===== config.mk =====
export PLATFORM = sky130hd
export DESIGN_NAME = serial_adder
export DESIGN_NICKNAME = d
export VERILOG_FILES = /design/src/rtl/serial_adder.sv
export SDC_FILE = /design/constraint.sdc
export NUM_CORES = 1
export LEC_CHECK = 0
export BUFFER_PORTS_ARGS = -buffer_cell sky130_fd_sc_hd__buf_2
export CAP_MARGIN = 0
export CORE_ASPECT_RATIO = 2
export CORE_UTILIZATION = 55
export CTS_BUF_LIST = sky130_fd_sc_hd__clkbuf_8 sky130_fd_sc_hd__clkbuf_16
export DETAILED_ROUTE_END_ITERATION = 7
export GPL_TIMING_DRIVEN = 0
export PLACE_DENSITY = 0.85
export SETUP_SLACK_MARGIN = 0.1
export SLEW_MARGIN = 20
export SYNTH_ARGS = -nofsm -noshare
export SYNTH_HDL_FRONTEND = slang
export SYNTH_SLANG_ARGS = --single-unit

===== constraint.sdc =====
create_clock -name clk -period 2.1 [get_ports clk]
set_input_delay 0.105 -clock clk [delete_from_list [all_inputs] [get_ports clk]]
set_output_delay 0.105 -clock clk [all_outputs]
set_load 0.02 [all_outputs]

===== src/rtl/serial_adder.sv =====
// Bit-serial WIDTH-bit adder: one full-adder cell and a carry flop, fed LSB-first.
// Optional two's-complement overflow output enabled by defining SERIAL_ADD_OVF_EN.
module serial_adder #(
  parameter int unsigned WIDTH = 8
) (
  input  logic             clk,
  input  logic             rst,
  input  logic             start,
  input  logic [WIDTH-1:0] a,
  input  logic [WIDTH-1:0] b,
  input  logic             c_in,
  output logic             busy,
  output logic             done,
  output logic [WIDTH-1:0] sum,
  output logic             c_out
`ifdef SERIAL_ADD_OVF_EN
  ,
  output logic             ovf
`endif
);

  localparam int unsigned CW = (WIDTH < 2) ? 1 : $clog2(WIDTH + 1);
  localparam logic [CW-1:0] LAST = CW'(WIDTH - 1);

  typedef enum logic [1:0] {IDLE, RUN, DONE} state_t;

  state_t           state, state_next;
  logic [WIDTH-1:0] a_sr, a_sr_next;
  logic [WIDTH-1:0] b_sr, b_sr_next;
  logic [WIDTH-1:0] res_sr, res_sr_next;
  logic             carry, carry_next;
  logic [CW-1:0]    count, count_next;
  logic             busy_next, done_next, c_out_next;
  logic [WIDTH-1:0] sum_next, res_shifted;
  logic             cell_p, cell_s, cell_co;
`ifdef SERIAL_ADD_OVF_EN
  logic             ovf_next;
`endif

  // Single gate-level full-adder cell
  assign cell_p  = a_sr[0] ^ b_sr[0];
  assign cell_s  = cell_p ^ carry;
  assign cell_co = (a_sr[0] & b_sr[0]) | (cell_p & carry);

  // New sum bit enters at the MSB end; works for WIDTH=1 too
  assign res_shifted = WIDTH'({cell_s, res_sr} >> 1);

  always_ff @(posedge clk) begin
    if (rst) state <= IDLE;
    else     state <= state_next;
  end

  always_comb begin
    state_next  = state;
    a_sr_next   = a_sr;
    b_sr_next   = b_sr;
    res_sr_next = res_sr;
    carry_next  = carry;
    count_next  = count;
    busy_next   = 1'b0;
    done_next   = 1'b0;
    sum_next    = sum;
    c_out_next  = c_out;
`ifdef SERIAL_ADD_OVF_EN
    ovf_next    = ovf;
`endif
    case (state)
      IDLE, DONE: begin
        state_next = IDLE;
        if (start) begin
          state_next  = RUN;
          a_sr_next   = a;
          b_sr_next   = b;
          res_sr_next = '0;
          carry_next  = c_in;
          count_next  = '0;
          busy_next   = 1'b1;
        end
      end
      RUN: begin
        a_sr_next   = a_sr >> 1;
        b_sr_next   = b_sr >> 1;
        res_sr_next = res_shifted;
        carry_next  = cell_co;
        count_next  = CW'(count + CW'(1));
        if (count == LAST) begin
          // Result registers load on the last bit so they are valid in the DONE cycle
          state_next = DONE;
          done_next  = 1'b1;
          sum_next   = res_shifted;
          c_out_next = cell_co;
`ifdef SERIAL_ADD_OVF_EN
          ovf_next   = carry ^ cell_co;
`endif
        end else begin
          busy_next = 1'b1;
        end
      end
      default: state_next = IDLE;
    endcase
  end

  always_ff @(posedge clk) begin
    if (rst) begin
      a_sr   <= '0;
      b_sr   <= '0;
      res_sr <= '0;
      carry  <= 1'b0;
      count  <= '0;
      busy   <= 1'b0;
      done   <= 1'b0;
      sum    <= '0;
      c_out  <= 1'b0;
`ifdef SERIAL_ADD_OVF_EN
      ovf    <= 1'b0;
`endif
    end else begin
      a_sr   <= a_sr_next;
      b_sr   <= b_sr_next;
      res_sr <= res_sr_next;
      carry  <= carry_next;
      count  <= count_next;
      busy   <= busy_next;
      done   <= done_next;
      sum    <= sum_next;
      c_out  <= c_out_next;
`ifdef SERIAL_ADD_OVF_EN
      ovf    <= ovf_next;
`endif
    end
  end

endmodule

==> impl_results.rst <==
.. list-table::
   :header-rows: 1

   * - Metric
     - Value
   * - Area growth, synth to finish
     - 15.4%
   * - Antenna violations before repair
     - 0
   * - Number of distinct library cell variants in the gate-level netlist after synthesis
     - 24
   * - Number of diodes
     - 0
   * - Warnings, synthesis
     - 0
   * - Core Rows
     - 28
   * - Crit path capture type
     - flip-flop
   * - Type of element launching the critical path
     - flip-flop
   * - Synthesized area
     - between 0.0015 and 0.002 mm^2
   * - Post-CTS Setup Bufs
     - 0
   * - Setup Skew
     - around 3.3 ps
   * - Multiplexer share of the synthesized area
     - 0.0670
   * - Clock latency reported for the late side of the worst-skew pair
     - ~290 ps
   * - Layout filler cell count
     - approximately 250
   * - Slew Viols, Final
     - 0
   * - Critical path class
     - flip-flop to flip-flop
   * - Height of the die
     - slightly above 80 um
   * - Remaining antenna violation count
     - 0
   * - Synthesized-area fraction occupied by ao, oa, aoi and oai cells
     - 0.153
   * - Number of DRC markers after the initial detailed-route iteration
     - slightly above 40
   * - Detail-routed net length per standard cell
     - about 14 um
   * - Maximum number of pins on one net before global-route repair
     - 12
   * - Largest family of logic cells by synthesized area
     - simple AND/OR/NAND/NOR gates
   * - Master cell of the clock root buffer
     - sky130_fd_sc_hd__clkbuf_8
   * - Detailed-route vias per instance
     - 5.65
   * - # hold bufs at CTS
     - 0
   * - Fin Setup TNS
     - 0 ps
   * - Worst hold path class
     - input pin to flip-flop
   * - Vias in the first global route
     - 1,354
   * - Number of flops mapped to enable cells by yosys
     - 0
   * - Critical Path Fanout Max
     - 9
   * - Remaining design rule violation count
     - 0
   * - CTS tree
     - built
   * - Setup repair after global routing missed its margin
     - false
   * - Max transition margin
     - 0.697
   * - Total clock buffers created by CTS
     - 5
   * - Number of nets in the finished design
     - roughly 240
   * - Fraction of the mapped netlist area in simple logic gates
     - 0.222
   * - XOR/XNOR Fraction of Synth Area
     - 0
   * - Mean cell area of the mapped netlist
     - 9.54 um^2
   * - Cell types occupying the most area after synthesis
     - sky130_fd_sc_hd__dfxtp_1, sky130_fd_sc_hd__a21oi_1, sky130_fd_sc_hd__nand2b_1
   * - CTS clock-pin slew for the worst setup and hold paths
     - around 70 ps
   * - Wire length of the first global-routing pass
     - between 6 and 7 mm
   * - Post-synth net total
     - 204
   * - Boundary pin count
     - 31
   * - Initial standard-cell utilization of the core
     - 0.583
   * - Most used DFF post-synth
     - sky130_fd_sc_hd__dfxtp_1
   * - Met1 capacity usage during global routing
     - 0.228
   * - HPWL Detailed
     - 2.52 mm
   * - Power density over the cells
     - 738 mW/mm^2
   * - Placed cell count
     - ~240
   * - Die area
     - around 0.0034 mm^2
   * - Top Usage Layer GRT
     - met2
   * - Final RePlAce weighted congestion
     - slightly below 0.8
   * - Number of hold violations in the final report
     - 0
   * - Buffer levels on the longest clock path
     - 2
   * - Aggregate global-route resource usage
     - 0.236
   * - Achievable Freq
     - 750 MHz
   * - Horizontal extent of the die
     - between 40 and 50 um
   * - Buffers on Ports
     - 30
   * - Via count
     - ~1,400
   * - Adder and majority cell fraction of the synthesized area
     - 0.0187
   * - Minimum hold slack
     - a little under 50 ps
   * - Met2 usage
     - 0.452
   * - Final Cycle Share
     - 0.635
   * - Sequential area share after synthesis
     - 0.473
   * - Post-layout power
     - approximately 1.5 mW
   * - P_leak
     - around 0.81 nW
   * - Maximum capacitance violations
     - 0
   * - Fin cells
     - between 200 and 300
   * - Synthesized instance count
     - between 150 and 200
   * - Worst IR Drop VDD
     - roughly 0.00067 V
   * - Worst-margin pin slew
     - 454 ps
   * - Area share of the leading cell type in the synthesized netlist
     - 0.473
   * - Share of synthesized registers carrying an async set or reset
     - 0
   * - H-tree levels
     - 2
   * - Largest area contributor in the synthesized netlist
     - sky130_fd_sc_hd__dfxtp_1
   * - Met3 layer usage reported by global route
     - 0.0462
   * - Setup-failing EPs final
     - 0
   * - Proportion of layout cells with a drive suffix above 1
     - 0.241
   * - Flip-flop and latch count after synthesis
     - 41
   * - Core Box Area
     - just under 0.003 mm^2
   * - Routed wire length
     - 3.45 mm
   * - Worst EP arrival
     - roughly 1600 ps
   * - Number of clock sinks
     - just over 40
   * - Min cycle time layout
     - about 1300 ps
   * - Result of the run
     - complete, no violations
   * - Drt first pass iters
     - 4
   * - WP data required
     - between 2000 and 2500 ps
   * - # resized after CTS
     - 0
   * - Global route overflow
     - 0
## Yosys cell counts, types with 2 or more instances
library cell	n
sky130_fd_sc_hd__buf_4	6
sky130_fd_sc_hd__mux2i_1	9
sky130_fd_sc_hd__buf_2	3
sky130_fd_sc_hd__a22oi_1	15
sky130_fd_sc_hd__clkbuf_1	3
sky130_fd_sc_hd__nand3_1	26
sky130_fd_sc_hd__nor2_1	3
sky130_fd_sc_hd__nor3_1	2
sky130_fd_sc_hd__nand2b_1	21
sky130_fd_sc_hd__a21oi_1	28
sky130_fd_sc_hd__dfxtp_1	41
sky130_fd_sc_hd__buf_6	4
sky130_fd_sc_hd__nand2_1	10
## layout make-up
type,count,area [um^2],area share
Buffer,16,116,0.0581
Clock buffer,5,68.8,0.0343
Clock inverter,3,11.3,0.00562
Multi-Input combinational cell,125,800,0.399
Sequential cell,41,821,0.409
Tap cell,30,37.5,0.0187
Timing Repair Buffer,30,150,0.0749
## cell usage in the layout (no fill, tap or decap)
cell                       instances
sky130_fd_sc_hd__dfxtp_1          41
sky130_fd_sc_hd__buf_2            33
sky130_fd_sc_hd__a21oi_1          28
sky130_fd_sc_hd__nand3_1          26
sky130_fd_sc_hd__nand2b_1         21
sky130_fd_sc_hd__a22oi_1          15
sky130_fd_sc_hd__nand2_1          10
sky130_fd_sc_hd__mux2i_1           9
sky130_fd_sc_hd__buf_4             6
sky130_fd_sc_hd__clkbuf_8          5
sky130_fd_sc_hd__buf_6             4
sky130_fd_sc_hd__clkbuf_1          3
sky130_fd_sc_hd__nor2_1            3
sky130_fd_sc_hd__inv_1             3
sky130_fd_sc_hd__nor3_1            2
sky130_fd_sc_hd__nand3b_2          1
sky130_fd_sc_hd__nor2_8            1
sky130_fd_sc_hd__and2b_1           1
sky130_fd_sc_hd__nor2b_1           1
sky130_fd_sc_hd__nor3b_1           1
sky130_fd_sc_hd__nand4_2           1
sky130_fd_sc_hd__mux2_4            1
sky130_fd_sc_hd__mux2_1            1
sky130_fd_sc_hd__a211oi_2          1
sky130_fd_sc_hd__fa_1              1
sky130_fd_sc_hd__ha_1              1
## report_power, final
part           total, mW  leakage, nW  internal, mW  switching, mW
clock              0.474       0.0519         0.221          0.253
combinational      0.180        0.421        0.0784          0.102
sequential         0.825        0.334         0.807         0.0180
total               1.48        0.807          1.11          0.373
## kinds of logic after synthesis
logic type / after synthesis
buffers and inverters: 16
and+or+nand+nor: 68
AOI/OAI and AO/OA: 44
adders and majority gates: 2
DFF: 41
muxes: 11
## stage by stage
step	cell area, um^2	utilization	setup WS [ps]
2_1_floorplan	1740	-	938
3_5_place_dp	1920	0.646	790
3_3_place_gp	1920	0.646	832
4_1_cts	2000	0.673	755
5_1_grt	2000	0.673	629
6_report	2000	0.673	767
## per-layer routing
layer | share of wire | up-vias
met5 | 0 | -
met4 | 0.031 | 0
met3 | 0.030 | 8
met2 | 0.56 | 35
met1 | 0.38 | 656
li1 | - | 713
## flip-flops by register name, indices dropped and copies added (netlist names)
signal	cells
a_sr	8
b_sr	8
busy	1
c_out	1
carry	1
count	4
done	1
res_sr	7
state	2
sum	8
## worst paths after layout
kind / slack (ps) / depth (start not counted) / start / endpoint
hold / removal: 50 / 3 / a[7] / a_sr[7]$_SDFFE_PP0P_
setup reg to reg: 770 / 4 / count[0]$_SDFFE_PP0P_ / sum[6]$_SDFFE_PP0P_
hold reg to reg: 470 / 2 / sum[1]$_SDFFE_PP0P_ / sum[1]$_SDFFE_PP0P_
setup / recovery: 770 / 4 / count[0]$_SDFFE_PP0P_ / sum[6]$_SDFFE_PP0P_
## worst max-delay path: stages (launching register included)
cell	delay [ps]
sky130_fd_sc_hd__dfxtp_1	400
sky130_fd_sc_hd__ha_1	220
sky130_fd_sc_hd__nand3b_2	180
sky130_fd_sc_hd__nor2_8	240
sky130_fd_sc_hd__mux2i_1	220
No activity file was read; power rests on OpenSTA's default activity.
